==> config.mk <==
export PLATFORM = sky130hd
export DESIGN_NAME = mac_tx_framer
export DESIGN_NICKNAME = d
export VERILOG_FILES = /design/src/rtl/mac_pkg.sv /design/src/rtl/mac_crc_tx.sv /design/src/rtl/mac_tx_framer.sv
export SDC_FILE = /design/constraint.sdc
export NUM_CORES = 1
export LEC_CHECK = 0
export BUFFER_PORTS_ARGS = -buffer_cell sky130_fd_sc_hd__buf_2
export CAP_MARGIN = 30
export CORE_ASPECT_RATIO = 2
export CORE_MARGIN = 1.5
export CORE_UTILIZATION = 48
export DETAILED_ROUTE_END_ITERATION = 10
export HOLD_SLACK_MARGIN = 0.03
export PLACE_DENSITY = 0.68
export SLEW_MARGIN = 10
export SYNTH_ARGS = -nofsm -noshare
export SYNTH_HDL_FRONTEND = slang
export SYNTH_SLANG_ARGS = --single-unit
export TNS_END_PERCENT = 5
==> constraint.sdc <==
create_clock -name clk -period 6 [get_ports clk]
set_input_delay 1.2 -clock clk [delete_from_list [all_inputs] [get_ports clk]]
set_output_delay 1.2 -clock clk [all_outputs]
set_load 0.01 [all_outputs]
==> src/rtl/mac_pkg.sv <==
// Shared types, constants and bit helpers for the MAC transmit path.
package mac_pkg;

  typedef enum logic [2:0] {
    StIdle,
    StPre,
    StSfd,
    StPayload,
    StPad,
    StFcs,
    StIfg
  } mac_state_e;

  localparam logic [7:0]  PREAMBLE_BYTE = 8'h55;
  localparam logic [7:0]  SFD_BYTE      = 8'hD5;
  localparam logic [31:0] CRC_POLY      = 32'h04C1_1DB7;
  localparam logic [31:0] CRC_SEED      = 32'hFFFF_FFFF;

  function automatic logic [7:0] bitrev8(input logic [7:0] d);
    logic [7:0] r;
    for (int i = 0; i < 8; i++) r[i] = d[7-i];
    return r;
  endfunction

  function automatic logic [31:0] bitrev32(input logic [31:0] d);
    logic [31:0] r;
    for (int i = 0; i < 32; i++) r[i] = d[31-i];
    return r;
  endfunction

  // MSB-first CRC-32 step over one byte (bit 7 enters first).
  function automatic logic [31:0] crc32_byte(input logic [31:0] crc, input logic [7:0] d);
    logic [31:0] c;
    c = crc;
    for (int i = 7; i >= 0; i--) begin
      if (c[31] ^ d[i]) c = {c[30:0], 1'b0} ^ CRC_POLY;
      else              c = {c[30:0], 1'b0};
    end
    return c;
  endfunction

endpackage

==> src/rtl/mac_crc_tx.sv <==
// CRC-32 accumulator, one byte per enabled cycle, non-reflected register form.
module mac_crc_tx
  import mac_pkg::*;
(
  input  logic        clk,
  input  logic        rst,
  input  logic        crc_init,
  input  logic        crc_en,
  input  logic [7:0]  data_in,
  output logic [31:0] crc_out
);

  logic [31:0] r_crc;
  logic [31:0] w_crc_next;

  // Next CRC value if the current byte is folded in.
  always_comb begin
    w_crc_next = crc32_byte(r_crc, data_in);
  end

  // CRC register: seeded on reset, advanced on each enabled byte.
  always_ff @(posedge clk) begin
    if (rst) begin
      r_crc <= crc_init ? CRC_SEED : 32'h0;
    end else if (crc_en) begin
      r_crc <= w_crc_next;
    end
  end

  assign crc_out = r_crc;

endmodule

==> src/rtl/mac_tx_framer.sv <==
// Ethernet TX framer: preamble/SFD, payload, zero pad, FCS, inter-frame gap.
// Every output byte is registered one cycle after the state that decides it,
// so the state register runs one byte ahead of txd.
module mac_tx_framer
  import mac_pkg::*;
#(
  parameter int unsigned MIN_LEN = 60,
  parameter int unsigned PRE_LEN = 7,
  parameter int unsigned IFG_LEN = 12
) (
  input  logic       clk,
  input  logic       rst,
  input  logic [7:0] s_data,
  input  logic       s_valid,
  input  logic       s_last,
  output logic       s_ready,
  output logic [7:0] txd,
  output logic       tx_en,
  output logic       tx_er
);

  localparam logic [16:0] MinLen17 = 17'(MIN_LEN);
  localparam logic [15:0] PreLen16 = 16'(PRE_LEN);
  localparam logic [15:0] IfgLen16 = 16'(IFG_LEN);

  mac_state_e  r_state;
  logic [15:0] r_cnt;
  logic [15:0] r_byte_cnt;
  logic [31:0] r_fcs;

  logic [16:0] w_cnt_next;
  logic [15:0] w_byte_cnt_inc;
  logic        w_crc_rst;
  logic        w_crc_en;
  logic [7:0]  w_crc_din;
  logic [31:0] w_crc_out;
  logic [31:0] w_fcs;

  assign s_ready = (r_state == StPayload);

  // Byte count after the byte being registered now; unsaturated copy for compares.
  always_comb begin
    w_cnt_next     = {1'b0, r_byte_cnt} + 17'd1;
    w_byte_cnt_inc = (r_byte_cnt == 16'hFFFF) ? r_byte_cnt : r_byte_cnt + 16'd1;
  end

  // CRC is restarted during SFD and fed each payload/pad byte as it is registered.
  always_comb begin
    w_crc_rst = rst | (r_state == StSfd);
    w_crc_en  = ((r_state == StPayload) && s_valid) || (r_state == StPad);
    w_crc_din = bitrev8((r_state == StPayload) ? s_data : 8'h00);
    w_fcs     = ~bitrev32(w_crc_out);
  end

  mac_crc_tx u_crc (
    .clk      (clk),
    .rst      (w_crc_rst),
    .crc_init (1'b1),
    .crc_en   (w_crc_en),
    .data_in  (w_crc_din),
    .crc_out  (w_crc_out)
  );

  // Framing FSM with registered txd/tx_en/tx_er.
  always_ff @(posedge clk) begin
    if (rst) begin
      r_state    <= StIdle;
      r_cnt      <= 16'd0;
      r_byte_cnt <= 16'd0;
      r_fcs      <= 32'h0;
      txd        <= 8'h00;
      tx_en      <= 1'b0;
      tx_er      <= 1'b0;
    end else begin
      tx_er <= 1'b0;
      unique case (r_state)
        StIdle: begin
          txd   <= 8'h00;
          tx_en <= 1'b0;
          if (s_valid) begin
            txd     <= PREAMBLE_BYTE;
            tx_en   <= 1'b1;
            r_cnt   <= 16'd1;
            r_state <= (PreLen16 > 16'd1) ? StPre : StSfd;
          end
        end
        StPre: begin
          txd   <= PREAMBLE_BYTE;
          tx_en <= 1'b1;
          r_cnt <= r_cnt + 16'd1;
          if (r_cnt + 16'd1 >= PreLen16) r_state <= StSfd;
        end
        StSfd: begin
          txd        <= SFD_BYTE;
          tx_en      <= 1'b1;
          r_byte_cnt <= 16'd0;
          r_state    <= StPayload;
        end
        StPayload: begin
          r_cnt <= 16'd0;
          if (s_valid) begin
            txd        <= s_data;
            tx_en      <= 1'b1;
            r_byte_cnt <= w_byte_cnt_inc;
            if (s_last) r_state <= (w_cnt_next < MinLen17) ? StPad : StFcs;
          end else begin
            // Underrun: abandon the frame without an FCS.
            txd     <= 8'h00;
            tx_en   <= 1'b0;
            tx_er   <= 1'b1;
            r_state <= StIfg;
          end
        end
        StPad: begin
          txd        <= 8'h00;
          tx_en      <= 1'b1;
          r_cnt      <= 16'd0;
          r_byte_cnt <= w_byte_cnt_inc;
          if (w_cnt_next >= MinLen17) r_state <= StFcs;
        end
        StFcs: begin
          tx_en <= 1'b1;
          r_cnt <= r_cnt + 16'd1;
          // The CRC is complete on the first FCS cycle; hold it for the other three bytes.
          case (r_cnt[1:0])
            2'd0:    begin txd <= w_fcs[7:0]; r_fcs <= w_fcs; end
            2'd1:    txd <= r_fcs[15:8];
            2'd2:    txd <= r_fcs[23:16];
            default: begin txd <= r_fcs[31:24]; r_cnt <= 16'd0; r_state <= StIfg; end
          endcase
        end
        StIfg: begin
          // IFG_LEN+1 cycles: the first still shows the last FCS byte on txd.
          txd   <= 8'h00;
          tx_en <= 1'b0;
          r_cnt <= r_cnt + 16'd1;
          if (r_cnt >= IfgLen16) r_state <= StIdle;
        end
        default: r_state <= StIdle;
      endcase
    end
  end

endmodule
==> results.sh <==
export IMPL_synthSimpleGateAreaFrac=0.239
export IMPL_core_um2=12100
export IMPL_slew_limit_headroom=0.367
export IMPL_grt_total_usage=0.257
export IMPL_layout_common_cells="dfxtp_1, nor2_1, a21oi_1"
export IMPL_power_density_nw_per_um2=334
export IMPL_routedWlPerCell_um=18.2
export IMPL_synthesis_instances=752
export IMPL_cts_hold_buf=0
export IMPL_post_cts_resized=0
export IMPL_reg2reg_slack_ns=2.97
export IMPL_yosys_warnings=0
export IMPL_r2r_start="r_state[2]"
export IMPL_drc_errors=0
export IMPL_clockBufferDepth=2
export IMPL_timing_hold_ws_ns=0.487
export IMPL_first_pass_iters=5
export IMPL_grt_overflow_total=0
export IMPL_yosys_area_share_adder=0.0125
export IMPL_synthArstFlopShare=0
export IMPL_worstMarginPinSlew_ns=0.949
export IMPL_post_route_period_util=0.526
export IMPL_drtIter0Drc=495
export IMPL_drt_wl_total_um=16100
export IMPL_gp_congestion=0.865
export IMPL_layout_drive_gt1_share=0.101
export IMPL_clock_skew_ns=0.00686
export IMPL_p_leak_nw=2.26
export IMPL_fin_nets=753
export IMPL_post_cts_setup_buffers=0
export IMPL_grt_pass1_vias=5224
export IMPL_avgSynthCellArea_um2=7.96
export IMPL_ys_ff_latch=101
export IMPL_regArea_um2=2020
export IMPL_final_common_cell="dfxtp_1"
export IMPL_status="finished clean"
export IMPL_report_final_hold_viol_count=0
export IMPL_antenna_found_initial=0
export IMPL_p_clk_frac=0.261
export IMPL_die_h_um=161
export IMPL_fp_dieW_um=82.0
export IMPL_design_area_um2=6390
export IMPL_hold_depth=2
export IMPL_worstSetupEndpointType="flip-flop"
export IMPL_maxSlewViolCount=0
export IMPL_io_buffers=22
export IMPL_min_to="u_crc.crc_out[24]"
export IMPL_rsz0062_at_grt="false"
export IMPL_clock_sinks=101
export IMPL_root_buffer="clkbuf_16"
export IMPL_cts_tree="done"
export IMPL_ys_flop_type="dfxtp_1"
export IMPL_synth_mux_area_frac=0.00543
export IMPL_ys_types=66
export IMPL_hold_path_class="reg -> reg"
export IMPL_fillCellCount=1153
export IMPL_netlist_area_leader_share=0.338
export IMPL_yosysSeqAreaShare=0.338
export IMPL_multi_input_area_um2=3690
export IMPL_avgViaCountPerCell=6.11
export IMPL_sw_frac_of_total=0.393
export IMPL_fin_util=0.527
export IMPL_critical_path_class="in -> reg"
export IMPL_clk_pin_slew_worst_paths_ns=0.07
export IMPL_setup_viol=0
export IMPL_clock_latency_ns=0.35
export IMPL_r2r_cells=9
export IMPL_drv_cap=0
export IMPL_p_comb_frac=0.383
export IMPL_vias=5422
export IMPL_switching_power_w=0.000840
export IMPL_io_pin_count=23
export IMPL_synth_top_family_by_area="simple AND/OR/NAND/NOR gates"
export IMPL_crit_fanout=60
export IMPL_diodes=0
export IMPL_critPathRequiredTime_ns=6.26
export IMPL_placed_cell_area_um2=6120
export IMPL_arrival_ns=3.42
export IMPL_h_tree_depth=3
export IMPL_ant_nets=0
export IMPL_rows=57
export IMPL_initial_core_util=0.494
export IMPL_period_minus_slack_ns=3.15
export IMPL_synth_nets=770
export IMPL_synth_top_area_cell="dfxtp_1"
export IMPL_peakVddDrop_v=0.000173
export IMPL_crit_path_start_kind="input pin"
export IMPL_min_delay_start="u_crc.crc_out[24]"
export IMPL_p_int_w=0.00130
export IMPL_max_freq_ghz=0.317
export IMPL_place_hpwl_um=11500
export IMPL_netlist_top_cells_area="dfxtp_1, a21oi_1, nor2_1, xnor2_1, o21ai_0"
export IMPL_cts_inserted_buffers=9
export IMPL_fin_setup_tns_ns=0
export IMPL_areaGrowthSynthToFinish_pct=6.75
export IMPL_grt_pass1_wl_um=25900
export IMPL_seqPwrFrac=0.356
export IMPL_synth_compound_area_share=0.221
export IMPL_synth_edf_count=0
export IMPL_grt_max_degree=74
export IMPL_r2r_end="r_byte_cnt[12]"
export IMPL_die_area_um2=13200
export IMPL_netlist_area_um2=5990
export IMPL_synth_xor_area_share=0.136
## cells in the mapped netlist, types with 3 or more instances
library cell and instances:
nand2b_1 8, nand2_1 57, a222oi_1 4, or4_1 4
xor2_1 26, and2_1 3, nand4_1 5, nor2_1 96
or3_1 8, and3_1 11, a211oi_1 20, dfxtp_1 101
nor4_1 6, nor3_1 20, nand3_1 22, ha_1 6
clkbuf_1 43, a221oi_1 3, a22oi_1 7, a21boi_0 3
nor2b_1 7, xnor2_1 32, inv_1 12, or2_2 4
o21ai_1 4, and4_1 3, buf_4 3, xnor2_4 3
o211ai_1 20, nor3b_1 7, a2111oi_0 3, o22ai_1 4
nand4b_1 5, buf_2 9, xnor2_2 8, a31oi_1 9
buf_1 3, a21oi_1 76, nand3b_1 7, o21ai_0 47
## power by group through the flow
stage | Clock (W) | Combinational [W] | Sequential, W
after floorplan | 0 | 0.000609 | 0.000770
after global placement | 0 | 0.000795 | 0.000775
after detailed placement | 0 | 0.000806 | 0.000776
after CTS | 0.000565 | 0.000812 | 0.000760
after global routing | 0.000593 | 0.000895 | 0.000765
final | 0.000558 | 0.000819 | 0.000760
## stage by stage
step                power [W]  worst slack (ns)  cells
CTS                   0.00214              2.90    887
floorplan             0.00138              3.36    752
finish                0.00214              2.85    887
global route          0.00225              2.66    887
global placement      0.00157              2.61    871
detailed placement    0.00158              2.53    871
## routing by layer
metal	share of wire	routed length (um)	global-route usage	vias to the layer above
met3	0.034	541	0.0330	49
met1	0.39	6210	0.293	2579
met5	0	0	0	-
li1	-	-	-	2644
met2	0.53	8530	0.442	150
met4	0.052	835	0.147	0
## flip-flops by register name, indices dropped and copies added, names as in the netlist
| name | flops |
|---|---|
| r_byte_cnt | 16 |
| r_cnt | 16 |
| r_fcs | 24 |
| r_state | 3 |
| tx_en | 1 |
| tx_er | 1 |
| txd | 8 |
| u_crc.crc_out | 32 |
## critical path, stage by stage
cell and delay (ns):
buf_2 0.21, a31oi_4 0.19, buf_4 0.51, a31oi_1 0.08, buf_4 0.21, nor2_1 0.61, o21ai_0 0.22, a21oi_1 0.17
## cell type report
cell class / instances / share of cell area
multi-input combinational: 580 / 0.578
sequential: 101 / 0.316
clock buffer: 10 / 0.0358
tap: 147 / 0.0288
timing repair buffer: 30 / 0.0266
inverter: 13 / 0.00764
clock inverter: 6 / 0.00724
## cell families (layout without fill, tap and decap cells)
logic type | count (synthesis) | after routing
buf+inv | 71 | 59
xor+xnor | 73 | 73
flops | 101 | 101
mux | 3 | 3
fa+ha+maj | 6 | 6
simple gates | 282 | 282
compound gates | 216 | 216
## worst max path at each step
stage | from | to | slack (ns) | cells past startpoint
finish | s_valid | r_byte_cnt[12] | 2.85 | 8
CTS | s_valid | r_byte_cnt[12] | 2.90 | 8
global placement | s_valid | r_byte_cnt[15] | 2.61 | 8
global route | s_valid | r_byte_cnt[3] | 2.66 | 8
detailed placement | s_valid | r_byte_cnt[12] | 2.53 | 8
floorplan | s_data[2] | u_crc.crc_out[7] | 3.36 | 6
Power figures use the tool's default switching activity.
